$ cat src/rtl/ifetch_prefetch.sv
// rtl/ifetch_prefetch.sv - instruction fetch front end with prefetch FIFO and redirect/trap handling
module ifetch_prefetch #(
  parameter int          DEPTH    = 2,
  parameter logic [31:0] RESET_PC = 32'h0000_0000
) (
  input  logic        clk,
  input  logic        rst_n,
  input  logic        i_start,
  input  logic [31:0] i_start_addr,
  input  logic        i_redirect,
  input  logic [31:0] i_redirect_addr,
  output logic [31:0] o_imem_addr,
  output logic        o_imem_rd_en,
  input  logic [31:0] i_imem_rdata,
  output logic        o_id_valid,
  output logic [31:0] o_id_pc,
  output logic [31:0] o_id_instr,
  input  logic        i_id_ready,
  output logic        o_misaligned
);

  localparam int AW = $clog2(DEPTH);

  typedef enum logic [1:0] {IDLE, RUN, TRAP} state_t;

  state_t        state, state_nxt;
  logic [31:0]   pc;
  logic [31:0]   inflight_pc;
  logic          inflight;
  logic          kill;
  logic          misaligned;
  logic [31:0]   fifo_pc    [DEPTH];
  logic [31:0]   fifo_instr [DEPTH];
  logic [AW-1:0] rd_ptr, wr_ptr;
  logic [AW:0]   count;
  logic [AW+1:0] occ;
  logic          pop, push, redirect_run, start_ok, target_aligned;

  assign redirect_run   = (state == RUN) & i_redirect;
  assign start_ok       = i_start & (state != RUN);
  assign target_aligned = (i_redirect_addr[1:0] == 2'b00);

  assign o_id_valid = (count != '0);
  assign pop        = o_id_valid & i_id_ready;
  // A redirect flushes the FIFO at the same edge, so the response is dropped.
  assign push       = inflight & ~kill & ~redirect_run;

  // Occupancy once this cycle's pop and the pending response settle.
  assign occ = {1'b0, count} + (AW+2)'(inflight) - (AW+2)'(pop);

  assign o_imem_rd_en = (state == RUN) & ~i_redirect & (occ < (AW+2)'(DEPTH));
  assign o_imem_addr  = pc;
  assign o_misaligned = misaligned;
  assign o_id_pc      = o_id_valid ? fifo_pc[rd_ptr]    : 32'h0;
  assign o_id_instr   = o_id_valid ? fifo_instr[rd_ptr] : 32'h0;

  always_comb begin
    state_nxt = state;
    case (state)
      IDLE, TRAP: if (i_start) state_nxt = RUN;
      RUN:        if (i_redirect && !target_aligned) state_nxt = TRAP;
      default:    state_nxt = IDLE;
    endcase
  end

  always_ff @(posedge clk or negedge rst_n) begin
    if (!rst_n) state <= IDLE;
    else        state <= state_nxt;
  end

  always_ff @(posedge clk or negedge rst_n) begin
    if (!rst_n) begin
      pc          <= RESET_PC;
      inflight    <= 1'b0;
      inflight_pc <= 32'h0;
      kill        <= 1'b0;
      misaligned  <= 1'b0;
    end else begin
      inflight <= o_imem_rd_en;
      kill     <= redirect_run & inflight;
      if (o_imem_rd_en) begin
        inflight_pc <= pc;
        pc          <= pc + 32'd4;
      end
      if (start_ok) begin
        pc         <= i_start_addr;
        misaligned <= 1'b0;
      end else if (redirect_run) begin
        if (target_aligned) pc <= i_redirect_addr;
        else                misaligned <= 1'b1;
      end
    end
  end

  always_ff @(posedge clk or negedge rst_n) begin
    if (!rst_n) begin
      rd_ptr <= '0;
      wr_ptr <= '0;
      count  <= '0;
    end else if (redirect_run) begin
      rd_ptr <= '0;
      wr_ptr <= '0;
      count  <= '0;
    end else begin
      if (push) wr_ptr <= wr_ptr + AW'(1);
      if (pop)  rd_ptr <= rd_ptr + AW'(1);
      count <= count + (AW+1)'(push) - (AW+1)'(pop);
    end
  end

  always_ff @(posedge clk) begin
    if (push) begin
      fifo_pc[wr_ptr]    <= inflight_pc;
      fifo_instr[wr_ptr] <= i_imem_rdata;
    end
  end

endmodule

$ cat config.mk
export PLATFORM = sky130hd
export DESIGN_NAME = ifetch_prefetch
export DESIGN_NICKNAME = d
export VERILOG_FILES = /design/src/rtl/ifetch_prefetch.sv
export SDC_FILE = /design/constraint.sdc
export NUM_CORES = 1
export LEC_CHECK = 0
export CAP_MARGIN = 20
export CORE_MARGIN = 5
export CORE_UTILIZATION = 47
export CTS_BUF_LIST = sky130_fd_sc_hd__clkbuf_4
export CTS_CLUSTER_DIAMETER = 60
export DETAILED_ROUTE_END_ITERATION = 10
export GPL_ROUTABILITY_DRIVEN = 0
export PLACE_DENSITY = 0.79
export SLEW_MARGIN = 20
export SYNTH_ARGS = -nofsm -noshare
export SYNTH_HDL_FRONTEND = slang
export SYNTH_SLANG_ARGS = --single-unit
$ cat constraint.sdc
create_clock -name clk -period 3.74 [get_ports clk]
set_input_delay 0.748 -clock clk [delete_from_list [all_inputs] [get_ports clk]]
set_output_delay 0.748 -clock clk [all_outputs]
set_load 0.01 [all_outputs]
* Yosys cells after proc, flatten, opt, wreduce, memory -nomap -nowiden
Memories as Yosys holds them, arrays and structs flattened.
Index checks and enable logic that the tools add are counted.
** Storage, ports and cells
- Flip-flop bits (word level) :: 73
- Input bits :: 101
- Bits in writable memories :: 128
- Memories :: 2
- Word-level logic and storage cells :: 66
** Memories
- fifo_instr :: words 2, bits a word 32, read ports 1, clocked after memory_dff 0, write ports 1, RTL line 33 : logic [31:0] fifo_instr [DEPTH];
- fifo_pc :: words 2, bits a word 32, read ports 1, clocked after memory_dff 0, write ports 1, RTL line 32 : logic [31:0] fifo_pc [DEPTH];
** Operators by class
- $add $sub $neg :: 7
- Bitwise operators :: 11
- Reduce and logical (&&, ||, !) cells :: 11
- Equality and inequality tests :: 6
- Muxes and demuxes :: 19
- Order comparisons :: 1
** Operators with widths (count)
- $mux 32 :: 6
- $add 32x3->32 const B :: 1
- $mux 1 :: 9
- $and 1x1->1 :: 8
- $reduce_bool 2->1 :: 4
- $mux 2 :: 3
- $logic_not 2->1 :: 2
- $ne 2x1->1 const B :: 2
- $ne 2x2->1 const B :: 2
- $pmux 2 s2 :: 1
- $reduce_and 2->1 :: 2
- $add 2x1->3 :: 1
- $lt 3x2->1 const B :: 1
- $not 1->1 :: 3
- $sub 3x1->3 :: 1
- $add 1x1->1 const B :: 2
- $add 2x1->2 :: 1
- $eq 2x1->1 const B :: 1
- $eq 2x2->1 const B :: 1
- $reduce_or 2->1 :: 1
- $sub 2x1->2 :: 1
- $logic_and 1x1->1 :: 1
- $logic_not 1->1 :: 1

* Depth between registers and ports, before layout
Gate-level depths: netlist (run 1).
- Depth after elaboration :: 9
- Mapped depth :: 13

* Worst setup path before layout (run 1)
No wires, ideal clock.
- Kind :: input to register
- Start :: in i_redirect
- End :: mem fifo_instr[0][0] (enable)
- Required time :: 3.254 ns
- Stages :: 3
- Data arrival time :: 3.640 ns
- Buffers on the path :: 0
- Slack :: -0.386 ns
- Setup time :: 0.486 ns
- Cell sequence :: nand3b_1 > nand2_1 > nor2_1
** On the way
- Word-level cells in the longest chain between the ends :: 5
** Ends and longest elaborated chain
- from (decl) :: RTL line 10 : input logic i_redirect,
- $and 1x1->1 :: RTL line 39 : assign redirect_run = (state == RUN) & i_redirect;
- $not 1->1 :: RTL line 46 : assign push = inflight & ~kill & ~redirect_run;
- $and 1x1->1 :: RTL line 46
- $mux 1 :: RTL line 112 : if (push) begin
- $mux 1 (implied by the code) :: RTL line 114 : fifo_instr[wr_ptr] <= i_imem_rdata;
- to (decl) :: RTL line 33
No other way between the ends.

* Worst setup path after layout (run 1)
- Start :: in i_id_ready
- End :: out o_imem_rd_en
** On the way
- Word-level cells in the longest chain between the ends :: 4
** Ends and longest elaborated chain
- from (decl) :: RTL line 18 : input logic i_id_ready,
- $and 1x1->1 :: RTL line 44 : assign pop = o_id_valid & i_id_ready;
- $sub 3x1->3 :: RTL line 49 : assign occ = {1'b0, count} + (AW+2)'(inflight) - (AW+2)'(pop);
- $lt 3x2->1 :: RTL line 51 : assign o_imem_rd_en = (state == RUN) & ~i_redirect & (occ < (AW+2)'(DEPTH));
- $and 1x1->1 :: RTL line 51
- to (decl) :: RTL line 13 : output logic o_imem_rd_en,
No other way between the ends.

==> qor.tcl, run 1 <==
set qor(status) {finished clean}
set qor(async_reset_ff_frac) 0.363
set qor(clockBufferDepth) 3
set qor(area.growth.synth_to_final_pct) 35.4
set qor(post-place-cells) 1080
set qor(timing.final.max_slew_violations) 0
set qor(fp.coreArea_sq_um) 17800
set qor(share_clk_of_total_power) 0.209
set qor(length_of_the_first_detailed_routing_pass_in_iterations) 5
set qor(final_number_of_setup_violating_endpoints) 0
set qor(seq_area_sq_um) 5680
set qor(grt_util_overall) 0.190
set qor(timing.reg2reg.setup_slack_ns) 0.72
set qor(clock-skew-final_ns) 0.0204
set qor(number_of_global_route_vias_before_repair) 6049
set qor(synth.yosys.seq_area_share) 0.671
set qor(clock_root_cell) {sky130_fd_sc_hd__clkbuf_4}
set qor(synthFlopType) {sky130_fd_sc_hd__edfxtp_1}
set qor(drtIter0Drc) 295
set qor(synth.ff_latch_count) 201
set qor(vias_per_cell) 5.02
set qor(synth.lib_cells_used.distinct) 50
set qor(cp-start-kind) {input port}
set qor(mostFrequentLayoutCells) {sky130_fd_sc_hd__clkdlybuf4s50_1, sky130_fd_sc_hd__edfxtp_1, sky130_fd_sc_hd__nand2_1, sky130_fd_sc_hd__nor2_1, sky130_fd_sc_hd__clkbuf_4}
set qor(die_h_microns) 144
set qor(grt_start_max_net_pins) 74
set qor(num-nets-final) 1009
set qor(critical-path-top-delay-family) {buffers and inverters}
set qor(drcViolationCount) 0
set qor(final_min_period_over_clock_period) 0.952
set qor(num_rows) 49
set qor(placement.io_buffers) 199
set qor(master_of_the_slowest_instance_on_the_critical_path) {sky130_fd_sc_hd__fa_1}
set qor(cts.sink_count) 201
set qor(crit_arrival_ns) 2.81
set qor(synth_largest_area_cell) {sky130_fd_sc_hd__edfxtp_1}
set qor(hold_class) {in -> async}
set qor(nFillCells) 1423
set qor(netlist_instances) 665
set qor(syn-cell-area_sq_um) 8450
set qor(slowest_delay_ns) 0.51
set qor(internal-power_mw) 5.49
set qor(mostFrequentLayoutCell) {sky130_fd_sc_hd__clkdlybuf4s50_1}
set qor(maxCapViolCount) 0
set qor(worst_skew_pair.late_latency_ns) 0.63
set qor(synth.top_cell.area_share) 0.455
set qor(worst_r2r_path_depth) 11
set qor(synth-edff-count) 128
set qor(cp_num_buf_inv) 3
set qor(overflow) 0
set qor(switching_share) 0.339
set qor(clk_transition_reported_paths_ns) 0.06
set qor(worst_endpoint_required_time_ns) 2.99
set qor(cts_tree) {done}
set qor(numCtsBuffers) 49
set qor(crit_path_cell_trace) {clkdlybuf4s50_1 > and2_1 > nor2b_1 > o21ai_1 > fa_1 > and4bb_2 > nand2_1 > inv_2 > dlygate4sd2_1}
set qor(design.die.area_sq_um) 20800
set qor(routed-via-count) 5898
set qor(leakage_nw) 4.48
set qor(post-layout-total-power_mw) 8.30
set qor(timing.slew.headroom) 0.375
set qor(grt_setup_unrepaired) {false}
set qor(kind_of_critical_path) {in -> out}
set qor(finalWirelength_microns) 19400
set qor(final.min_clock_period_ns) 3.56
set qor(report.final.hold_viol_count) 0
set qor(maximum_vdd_drop_mv) 0.356
set qor(achievable-frequency_ghz) 0.281
set qor(path_depth) 9
set qor(residual_antenna_violating_net_count_after_detailed_routing) 0
set qor(critPathMaxFanout) 2
set qor(multi_input_comb_area_sq_um) 2620
set qor(pwr_density_cell_nw_per_um2) 726
set qor(post_drt_wl_per_cell_microns) 16.6
set qor(pwr-share-comb) 0.377
set qor(post_synth_main_area_contributors) {sky130_fd_sc_hd__edfxtp_1, sky130_fd_sc_hd__dfrtp_1, sky130_fd_sc_hd__mux2i_1}
set qor(postSynthNetCount) 770
set qor(cts.htree.levels) 2
set qor(fp.dieW_microns) 144
set qor(switchingPower_mw) 2.82
set qor(max_slew.worst_pin.slew_ns) 0.937
set qor(share_of_post_route_cells_with_drive_strength_above_1) 0.129
set qor(initial_antenna_violation_count) 1
set qor(sequentialPowerShare) 0.414
set qor(critical_path_capture_point_type) {output pin}
set qor(synthesis.yosys.warnings) 0
set qor(dp_hpwl_microns) 13100
set qor(final-instance-count-excl-fill) 1175
set qor(floorplan.io_pins) 200
set qor(grt_first_pass_wirelength_microns) 30800
set qor(average_instance_area_after_synthesis_sq_um) 12.7
set qor(initial_utilization) 0.474
## metrics by stage
stage               utilization  setup TNS (ns)  worst slack, ns  instance area [sq um]  hold WS, ns
floorplan                     -               0            0.388                   8450        0.442
finish                    0.641               0            0.179                  11400        0.248
global route              0.641               0           0.0171                  11400        0.309
global placement          0.605         -0.0680          -0.0680                  10800        0.448
detailed placement        0.605          -0.102           -0.102                  10800        0.458
CTS                       0.641               0           0.0864                  11400        0.256
## worst paths after layout
path	start	end
min reg2reg	inflight_pc[6]	fifo_pc[0][6]
max reg2reg	count[0]	o_imem_addr[27]
max in group asynchronous	rst_n	rd_ptr
max	i_id_ready	o_imem_rd_en
min	rst_n	o_imem_addr[3]
min in group clk	inflight_pc[6]	fifo_pc[0][6]
## power groups by stage
stage / Clock (mW) / Combinational, mW / Sequential, mW
6_report: 1.73 / 3.13 / 3.44
5_1_grt: 1.93 / 3.42 / 3.52
4_1_cts: 1.80 / 3.18 / 3.44
3_5_place_dp: 0 / 3.14 / 3.49
3_3_place_gp: 0 / 3.10 / 3.47
2_1_floorplan: 0 / 1.59 / 3.35
## layer usage
metal	GRT usage	vias to the layer above	share of wire
met1	0.248	2734	0.43
li1	-	2900	-
met3	0.0526	35	0.089
met2	0.306	229	0.46
met5	0	-	0
met4	0.0694	0	0.022
## registers in the layout, summed over array words and instances, names as in the netlist
name	flops
fifo_instr	64
fifo_pc	64
inflight_pc	32
o_imem_addr	32
count	2
state	2
inflight	1
kill	1
o_misaligned	1
rd_ptr	1
wr_ptr	1
## cells by family (layout without fill, tap and decap cells)
kind of cell	Yosys count	count (layout)	synth area share
flops	201	201	0.671
compound gates	75	75	0.0567
xor+xnor	29	29	0.0301
buf+inv	44	324	0.0213
fa+ha+maj	4	4	0.00681
mux	66	66	0.0783
other cells	0	1	0
simple gates	246	246	0.136
## synthesized netlist by cell type (2+ instances only)
| cell | count |
|---|---|
| sky130_fd_sc_hd__buf_1 | 10 |
| sky130_fd_sc_hd__o21ai_2 | 2 |
| sky130_fd_sc_hd__nand2_1 | 107 |
| sky130_fd_sc_hd__o21ai_0 | 26 |
| sky130_fd_sc_hd__buf_2 | 5 |
| sky130_fd_sc_hd__o22ai_1 | 9 |
| sky130_fd_sc_hd__mux2i_1 | 65 |
| sky130_fd_sc_hd__and3b_1 | 2 |
| sky130_fd_sc_hd__nor2b_1 | 3 |
| sky130_fd_sc_hd__o31a_1 | 2 |
| sky130_fd_sc_hd__clkbuf_1 | 15 |
| sky130_fd_sc_hd__nor4_1 | 9 |
| sky130_fd_sc_hd__nor4_4 | 2 |
| sky130_fd_sc_hd__nor3_1 | 8 |
| sky130_fd_sc_hd__ha_1 | 3 |
| sky130_fd_sc_hd__and4_1 | 4 |
| sky130_fd_sc_hd__and2_1 | 4 |
| sky130_fd_sc_hd__nand4_2 | 2 |
| sky130_fd_sc_hd__nand4_1 | 3 |
| sky130_fd_sc_hd__xnor2_1 | 26 |
| sky130_fd_sc_hd__nand3_1 | 9 |
| sky130_fd_sc_hd__nor2_1 | 78 |
| sky130_fd_sc_hd__edfxtp_1 | 128 |
| sky130_fd_sc_hd__dfrtp_1 | 73 |
| sky130_fd_sc_hd__o21ai_1 | 3 |
| sky130_fd_sc_hd__a22oi_1 | 15 |
| sky130_fd_sc_hd__a21oi_1 | 9 |
| sky130_fd_sc_hd__nor3_2 | 5 |
| sky130_fd_sc_hd__a221o_1 | 3 |
| sky130_fd_sc_hd__and3_1 | 3 |
| sky130_fd_sc_hd__xor2_1 | 3 |
| sky130_fd_sc_hd__inv_1 | 11 |
## area by class of cell
type | count | area share
flip-flops and latches | 201 | 0.496
multi-input cells | 420 | 0.229
clock inverters | 17 | 0.00558
inverters | 12 | 0.00394
well taps | 229 | 0.0250
diodes | 1 | 0.000219
repair buffers | 220 | 0.191
clock buffers | 75 | 0.0492
## what timing repair did
item	in CTS	in global routing
buffers inserted	2	0
hold buffers	0	0
endpoints found under the setup margin	1	1
cloned	0	0
resized for setup	2	1
No activity file was read; power rests on OpenSTA's default activity.
==> run 2, diff against run 1 <==
MAX_ROUTING_LAYER = met4   (was default)
==> run 2 against run 1 <==
  * Maximum frequency about the same
  * Sequential power about the same
  * Clock-buffer cell count stayed put
  * Final cell count unchanged
  * Highest routed layer unchanged
==> qor.tcl, run 2 (same netlist as run 1, synthesis figures left out) <==
set qor(status) {finished clean}
set qor(final_number_of_setup_violating_endpoints) 0 ;# unchanged
set qor(sequentialPowerShare) 0.414 ;# about the same
set qor(worst_skew_pair.late_latency_ns) 0.63 ;# about the same
set qor(internal-power_mw) 5.49 ;# about the same
set qor(fin_ws_ns) 0.179 ;# -0.000564 ns
set qor(share_of_post_route_cells_with_drive_strength_above_1) 0.129 ;# unchanged
set qor(vias_per_cell) 5.01 ;# -0.20%
set qor(critPathMaxFanout) 2 ;# unchanged
set qor(numCtsBuffers) 49 ;# unchanged
set qor(clockBufferDepth) 3 ;# unchanged
set qor(ctsHoldBuffers) 0 ;# unchanged
set qor(detail_route.wirelength.met1_microns) 8460 ;# +2.2%
set qor(cts.htree.levels) 2 ;# unchanged
set qor(placement.io_buffers) 199 ;# unchanged
set qor(cp_num_buf_inv) 3 ;# unchanged
set qor(die_h_microns) 144 ;# unchanged
set qor(crit_arrival_ns) 2.81 ;# about the same
set qor(grt_util_overall) 0.196 ;# +0.00588
set qor(slowest_delay_ns) 0.51 ;# about the same
set qor(maxCapViolCount) 0 ;# unchanged
set qor(place_ws_ns) -0.102 ;# unchanged
set qor(timing.slew.headroom) 0.377 ;# +0.00198
set qor(area.growth.synth_to_final_pct) 35.4 ;# unchanged
set qor(clk_transition_reported_paths_ns) 0.06 ;# about the same
set qor(floorplan.io_pins) 200 ;# unchanged
set qor(cp-start-kind) {input port}
set qor(report.final.hold_viol_count) 0 ;# unchanged
set qor(fp.coreArea_sq_um) 17800 ;# unchanged
set qor(share_clk_of_total_power) 0.209 ;# about the same
set qor(crit_path_cell_trace) {clkdlybuf4s50_1 > and2_1 > nor2b_1 > o21ai_1 > fa_1 > and4bb_2 > nand2_1 > inv_2 > dlygate4sd2_1}
set qor(mostFrequentLayoutCell) {sky130_fd_sc_hd__clkdlybuf4s50_1}
set qor(cts.sink_count) 201 ;# unchanged
set qor(dp_hpwl_microns) 13100 ;# unchanged
set qor(fp.dieW_microns) 144 ;# unchanged
set qor(final.min_clock_period_ns) 3.56 ;# +0.000564 ns
set qor(initial_antenna_violation_count) 1 ;# unchanged
set qor(num_rows) 49 ;# unchanged
set qor(clock-skew-final_ns) 0.0208 ;# +0.000349 ns
set qor(achievable-frequency_ghz) 0.281 ;# about the same
set qor(switching_share) 0.340 ;# +0.000770
set qor(clock_root_cell) {sky130_fd_sc_hd__clkbuf_4}
set qor(hold_class) {in -> async}
set qor(route.met2.wl_microns) 9180 ;# +1.9%
set qor(max_slew.worst_pin.slew_ns) 0.934 ;# -0.00297 ns
set qor(grt_setup_unrepaired) {false}
set qor(maxUsedRoutingLayer) {met4}
set qor(mostFrequentLayoutCells) {sky130_fd_sc_hd__clkdlybuf4s50_1, sky130_fd_sc_hd__edfxtp_1, sky130_fd_sc_hd__nand2_1, sky130_fd_sc_hd__nor2_1, sky130_fd_sc_hd__clkbuf_4}
set qor(worst_endpoint_required_time_ns) 2.99 ;# about the same
set qor(nFillCells) 1423 ;# unchanged
set qor(kind_of_critical_path) {in -> out}
set qor(num-nets-final) 1009 ;# unchanged
set qor(top_regs) {fifo_instr (64), fifo_pc (64)}
set qor(overflow) 0 ;# unchanged
set qor(grt_start_max_net_pins) 74 ;# unchanged
set qor(switchingPower_mw) 2.83 ;# +0.34%
set qor(final_min_period_over_clock_period) 0.952 ;# about the same
set qor(pwr-share-comb) 0.377 ;# about the same
set qor(post_drt_wl_per_cell_microns) 16.5 ;# about the same
set qor(residual_antenna_violating_net_count_after_detailed_routing) 0 ;# unchanged
set qor(length_of_the_first_detailed_routing_pass_in_iterations) 6 ;# +1
set qor(route.met3.wl_microns) 1510 ;# -13%
set qor(maximum_vdd_drop_mv) 0.356 ;# about the same
set qor(critical-path-top-delay-family) {buffers and inverters}
set qor(timing.final.max_slew_violations) 0 ;# unchanged
set qor(cts_tree) {done}
set qor(number_of_global_route_vias_before_repair) 6048 ;# -0.017%
set qor(drcViolationCount) 0 ;# unchanged
set qor(final_core_util) 0.641 ;# unchanged
set qor(critical_path_capture_point_type) {output pin}
set qor(finalWirelength_microns) 19400 ;# about the same
set qor(master_of_the_slowest_instance_on_the_critical_path) {sky130_fd_sc_hd__fa_1}
set qor(drtIter0Drc) 304 ;# +3.1%
set qor(fin_tns_setup_ns) 0 ;# unchanged
set qor(pwr_density_cell_nw_per_um2) 726 ;# +0.11%
set qor(leakage_nw) 4.48 ;# unchanged
set qor(initial_utilization) 0.474 ;# unchanged
set qor(design.die.area_sq_um) 20800 ;# unchanged
set qor(grt_first_pass_wirelength_microns) 30800 ;# about the same
set qor(routed-via-count) 5886 ;# -0.20%
[run 2: cell counts in the layout (fill, tap and decap cells not counted)]
No cell type changed its count.
[run 2: metal layers]
metal  global-route usage  vias to the layer above
li1                     -                     2894
met1                0.255                     2738
met2                0.306                      229
met3               0.0430                       25
met4               0.0694                        0
met5                    -                        -
[run 2: final cells by class]
cell class              instances  area (sq um)  share of cell area
clock buffers                  75           563              0.0492
diodes                          1          2.50            0.000219
clock inverters                17          63.8             0.00558
flip-flops and latches        201          5680               0.496
inverters                      12          45.0             0.00394
repair buffers                220          2180               0.191
well taps                     229           287              0.0250
multi-input cells             420          2620               0.229
[run 2: worst paths after layout]
kind / depth (start not counted) / slack (ns) / end / from
hold reg to reg: 0 / 0.47 / fifo_pc[0][6] / inflight_pc[6]
min in group clk: 0 / 0.47 / fifo_pc[0][6] / inflight_pc[6]
setup / recovery: 9 / 0.18 / o_imem_rd_en / i_id_ready
setup reg to reg: 11 / 0.71 / o_imem_addr[27] / count[0]
hold / removal: 1 / 0.26 / o_imem_addr[3] / rst_n
max in group asynchronous: 1 / 2.78 / rd_ptr / rst_n
[run 2: power by group through the flow]
stage          registers, mW  clock network, mW  logic [mW]
3_5_place_dp            3.49                  0        3.14
6_report                3.44               1.74        3.13
5_1_grt                 3.52               1.93        3.41
2_1_floorplan           3.35                  0        1.59
3_3_place_gp            3.47                  0        3.10
4_1_cts                 3.44               1.80        3.18
[run 2: timing repair]
action / in CTS / in global routing
pin swaps: 0 / 0
gates resized for setup: 2 / 1
buffers inserted: 2 / 0
gates cloned: 0 / 0
setup endpoints to repair: 1 / 1
[run 2: stage by stage]
step	hold slack [ns]	area [sq um]	cells	total power [mW]
5_1_grt	0.310	11400	1175	8.87
3_3_place_gp	0.448	10800	1080	6.57
6_report	0.261	11400	1175	8.31
4_1_cts	0.256	11400	1174	8.43
3_5_place_dp	0.458	10800	1080	6.64
2_1_floorplan	0.442	8450	665	4.94
==> run 3, diff against run 2 <==
clock period = 3 ns   (was 3.74 ns; I/O delays follow)
==> run 3 against run 2 <==
  * The flow now finishes with violations (setup timing)
  * Clock power rose by 32%
  * Sequential power is 22% higher
  * Sequential share of layout area down 1.6 points
  * First-iteration DRC count rose by 23%
  * Core utilization grew 2.1 points
  * Total power increased by 31%
  * Via count rose by 2.8%
  * Die area is the same
  * Clock skew up 0.017 ns
  * Critical endpoint unchanged
==> qor.tcl, run 3 (same netlist as run 1, synthesis figures left out) <==
set qor(report.final.hold_viol_count) 0 ;# unchanged
set qor(vias_per_cell) 5.03 ;# +0.39%
set qor(maximum_vdd_drop_mv) 0.463 ;# +30%
set qor(route.met3.wl_microns) 1640 ;# +9.1%
set qor(finalWirelength_microns) 20200 ;# +3.8%
set qor(area.growth.synth_to_final_pct) 39.9
set qor(number_of_global_route_vias_before_repair) 6054 ;# +0.099%
set qor(kind_of_critical_path) {reg -> out}
set qor(pwr_density_cell_nw_per_um2) 923 ;# +27%
set qor(status) {complete, but fails checks}
set qor(share_clk_of_total_power) 0.210 ;# about the same
set qor(critical_path_capture_point_type) {output pin}
set qor(mostFrequentLayoutCell) {sky130_fd_sc_hd__clkdlybuf4s50_1}
set qor(achievable-frequency_ghz) 0.313
set qor(worst_skew_pair.late_latency_ns) 0.63 ;# about the same
set qor(mostFrequentLayoutCells) {sky130_fd_sc_hd__clkdlybuf4s50_1, sky130_fd_sc_hd__edfxtp_1, sky130_fd_sc_hd__nand2_1, sky130_fd_sc_hd__nor2_1, sky130_fd_sc_hd__dfrtp_1}
set qor(violations_in_the_final_reports) {setup timing}
set qor(fin_ws_ns) -0.200 ;# -0.378 ns
set qor(overflow) 0 ;# unchanged
set qor(num_rows) 49 ;# unchanged
set qor(route.met2.wl_microns) 9650 ;# +5.1%
set qor(placement.io_buffers) 199 ;# unchanged
set qor(hold_class) {in -> async}
set qor(residual_antenna_violating_net_count_after_detailed_routing) 0 ;# unchanged
set qor(grt_setup_unrepaired) {true}
set qor(cts.htree.levels) 2 ;# unchanged
set qor(fp.dieW_microns) 144 ;# unchanged
set qor(internal-power_mw) 7.21 ;# +31%
set qor(length_of_the_first_detailed_routing_pass_in_iterations) 5 ;# -1
set qor(sequentialPowerShare) 0.385 ;# -0.029
set qor(crit_arrival_ns) 2.60 ;# -0.21 ns
set qor(num-nets-final) 1038 ;# +2.9%
set qor(final_core_util) 0.663 ;# +0.0213
set qor(initial_utilization) 0.474 ;# unchanged
set qor(final_min_period_over_clock_period) 1.07
set qor(clockBufferDepth) 3 ;# unchanged
set qor(die_h_microns) 144 ;# unchanged
set qor(pwr-share-comb) 0.405 ;# +0.028
set qor(max_slew.worst_pin.slew_ns) 0.945 ;# +0.0109 ns
set qor(switching_share) 0.339 ;# -0.00105
set qor(design.die.area_sq_um) 20800 ;# unchanged
set qor(clk_transition_reported_paths_ns) 0.07 ;# about the same
set qor(cp-start-kind) {register}
set qor(drtIter0Drc) 374 ;# +23%
set qor(post-place-cells) 1090 ;# +0.93%
set qor(numCtsBuffers) 48 ;# -2.0%
set qor(final-instance-count-excl-fill) 1203 ;# +2.4%
set qor(initial_antenna_violation_count) 1 ;# unchanged
set qor(timing.slew.headroom) 0.370 ;# -0.00730
set qor(hold-worst-slack_ns) 0.115 ;# -0.146 ns
set qor(final_number_of_setup_violating_endpoints) 1 ;# +1
set qor(clock-skew-final_ns) 0.0379 ;# +0.0171 ns
set qor(switchingPower_mw) 3.70 ;# +31%
set qor(maxUsedRoutingLayer) {met4}
set qor(floorplan.io_pins) 200 ;# unchanged
set qor(place_ws_ns) -0.502 ;# -0.400 ns
set qor(grt_util_overall) 0.193 ;# -0.00239
set qor(top_regs) {fifo_instr (64), fifo_pc (64)}
set qor(leakage_nw) 4.87 ;# +8.8%
set qor(timing.final.max_slew_violations) 0 ;# unchanged
set qor(cts.sink_count) 201 ;# unchanged
set qor(final.min_clock_period_ns) 3.20
set qor(critPathMaxFanout) 2 ;# unchanged
set qor(clock_root_cell) {sky130_fd_sc_hd__clkbuf_4}
set qor(fp.coreArea_sq_um) 17800 ;# unchanged
set qor(drcViolationCount) 0 ;# unchanged
set qor(grt_first_pass_wirelength_microns) 30700 ;# -0.27%
set qor(routed-via-count) 6050 ;# +2.8%
set qor(detail_route.wirelength.met1_microns) 8650 ;# +2.3%
set qor(dp_hpwl_microns) 13200 ;# +0.72%
set qor(fin_tns_setup_ns) -0.200 ;# -0.200 ns
set qor(ctsHoldBuffers) 0 ;# unchanged
set qor(worst_endpoint_required_time_ns) 2.40 ;# -0.59 ns
set qor(maxCapViolCount) 0 ;# unchanged
set qor(share_of_post_route_cells_with_drive_strength_above_1) 0.171 ;# +0.0415
set qor(grt_start_max_net_pins) 74 ;# unchanged
set qor(post_drt_wl_per_cell_microns) 16.8 ;# +1.4%
set qor(cts_tree) {done}
run 3: cell types whose count changed in the layout (fill, tap and decap cells not counted), moves of 4 or more:
cell                              previous run  this run
sky130_fd_sc_hd__buf_4                      19        45
sky130_fd_sc_hd__nor2_1                     76        71
sky130_fd_sc_hd__nor2_2                      0         4
sky130_fd_sc_hd__clkdlybuf4s50_1           197       181
sky130_fd_sc_hd__clkbuf_4                   75        69
sky130_fd_sc_hd__dlymetal6s2s_1              0        15
run 3: cell type report:
type	count	area, sq um
fill	1326	6020
sequential	201	5680
multi-input combinational	420	2670
timing repair buffer	250	2490
clock buffer	68	510
tap	229	287
clock inverter	22	143
inverter	12	45.0
antenna	1	2.50
run 3: what timing repair did:
item / in CTS / in global routing
buffers inserted: 9 / 14
pin swaps: 3 / 3
resized for setup: 13 / 26
cloned: 0 / 1
setup endpoints to repair: 67 / 61
run 3: metrics by stage:
| step | cell area (sq um) | power, mW |
|---|---|---|
| after detailed placement | 10900 | 8.31 |
| after CTS | 11600 | 10.8 |
| after global routing | 11800 | 11.6 |
| after global placement | 10900 | 8.22 |
| final | 11800 | 10.9 |
| after floorplan | 8470 | 6.17 |
run 3: critical path: stages, from the launching register on:
cell,delay [ns]
sky130_fd_sc_hd__dfrtp_1,0.41
sky130_fd_sc_hd__nor2_4,0.13
sky130_fd_sc_hd__inv_2,0.05
sky130_fd_sc_hd__and2_4,0.13
sky130_fd_sc_hd__nor2b_4,0.13
sky130_fd_sc_hd__buf_6,0.11
sky130_fd_sc_hd__fa_1,0.52
sky130_fd_sc_hd__and4bb_2,0.26
sky130_fd_sc_hd__nand2_2,0.06
sky130_fd_sc_hd__inv_2,0.07
sky130_fd_sc_hd__buf_6,0.10
run 3: metal layers:
layer  up-vias  global-route usage
met1      2843               0.250
met5         -                   -
li1       2961                   -
met2       225               0.304
met4         0              0.0614
met3        21              0.0473
run 3: power groups by stage:
stage               registers, mW  logic (mW)  clock network, mW
detailed placement           4.33        3.98                  0
finish                       4.20        4.42               2.29
CTS                          4.24        4.18               2.36
global placement             4.29        3.93                  0
global route                 4.28        4.78               2.52
floorplan                    4.18        1.99                  0
run 3: final timing paths:
check / from / endpoint / slack [ns] / depth (start not counted)
max: count[0] / o_imem_rd_en / -0.20 / 10
min: rst_n / inflight_pc[22] / 0.12 / 1
max reg2reg: count[0] / o_imem_addr[27] / 0.12 / 11
min reg2reg: inflight_pc[28] / fifo_pc[1][28] / 0.47 / 0
max in group asynchronous: rst_n / rd_ptr / 2.18 / 1
min in group clk: inflight_pc[28] / fifo_pc[1][28] / 0.47 / 0
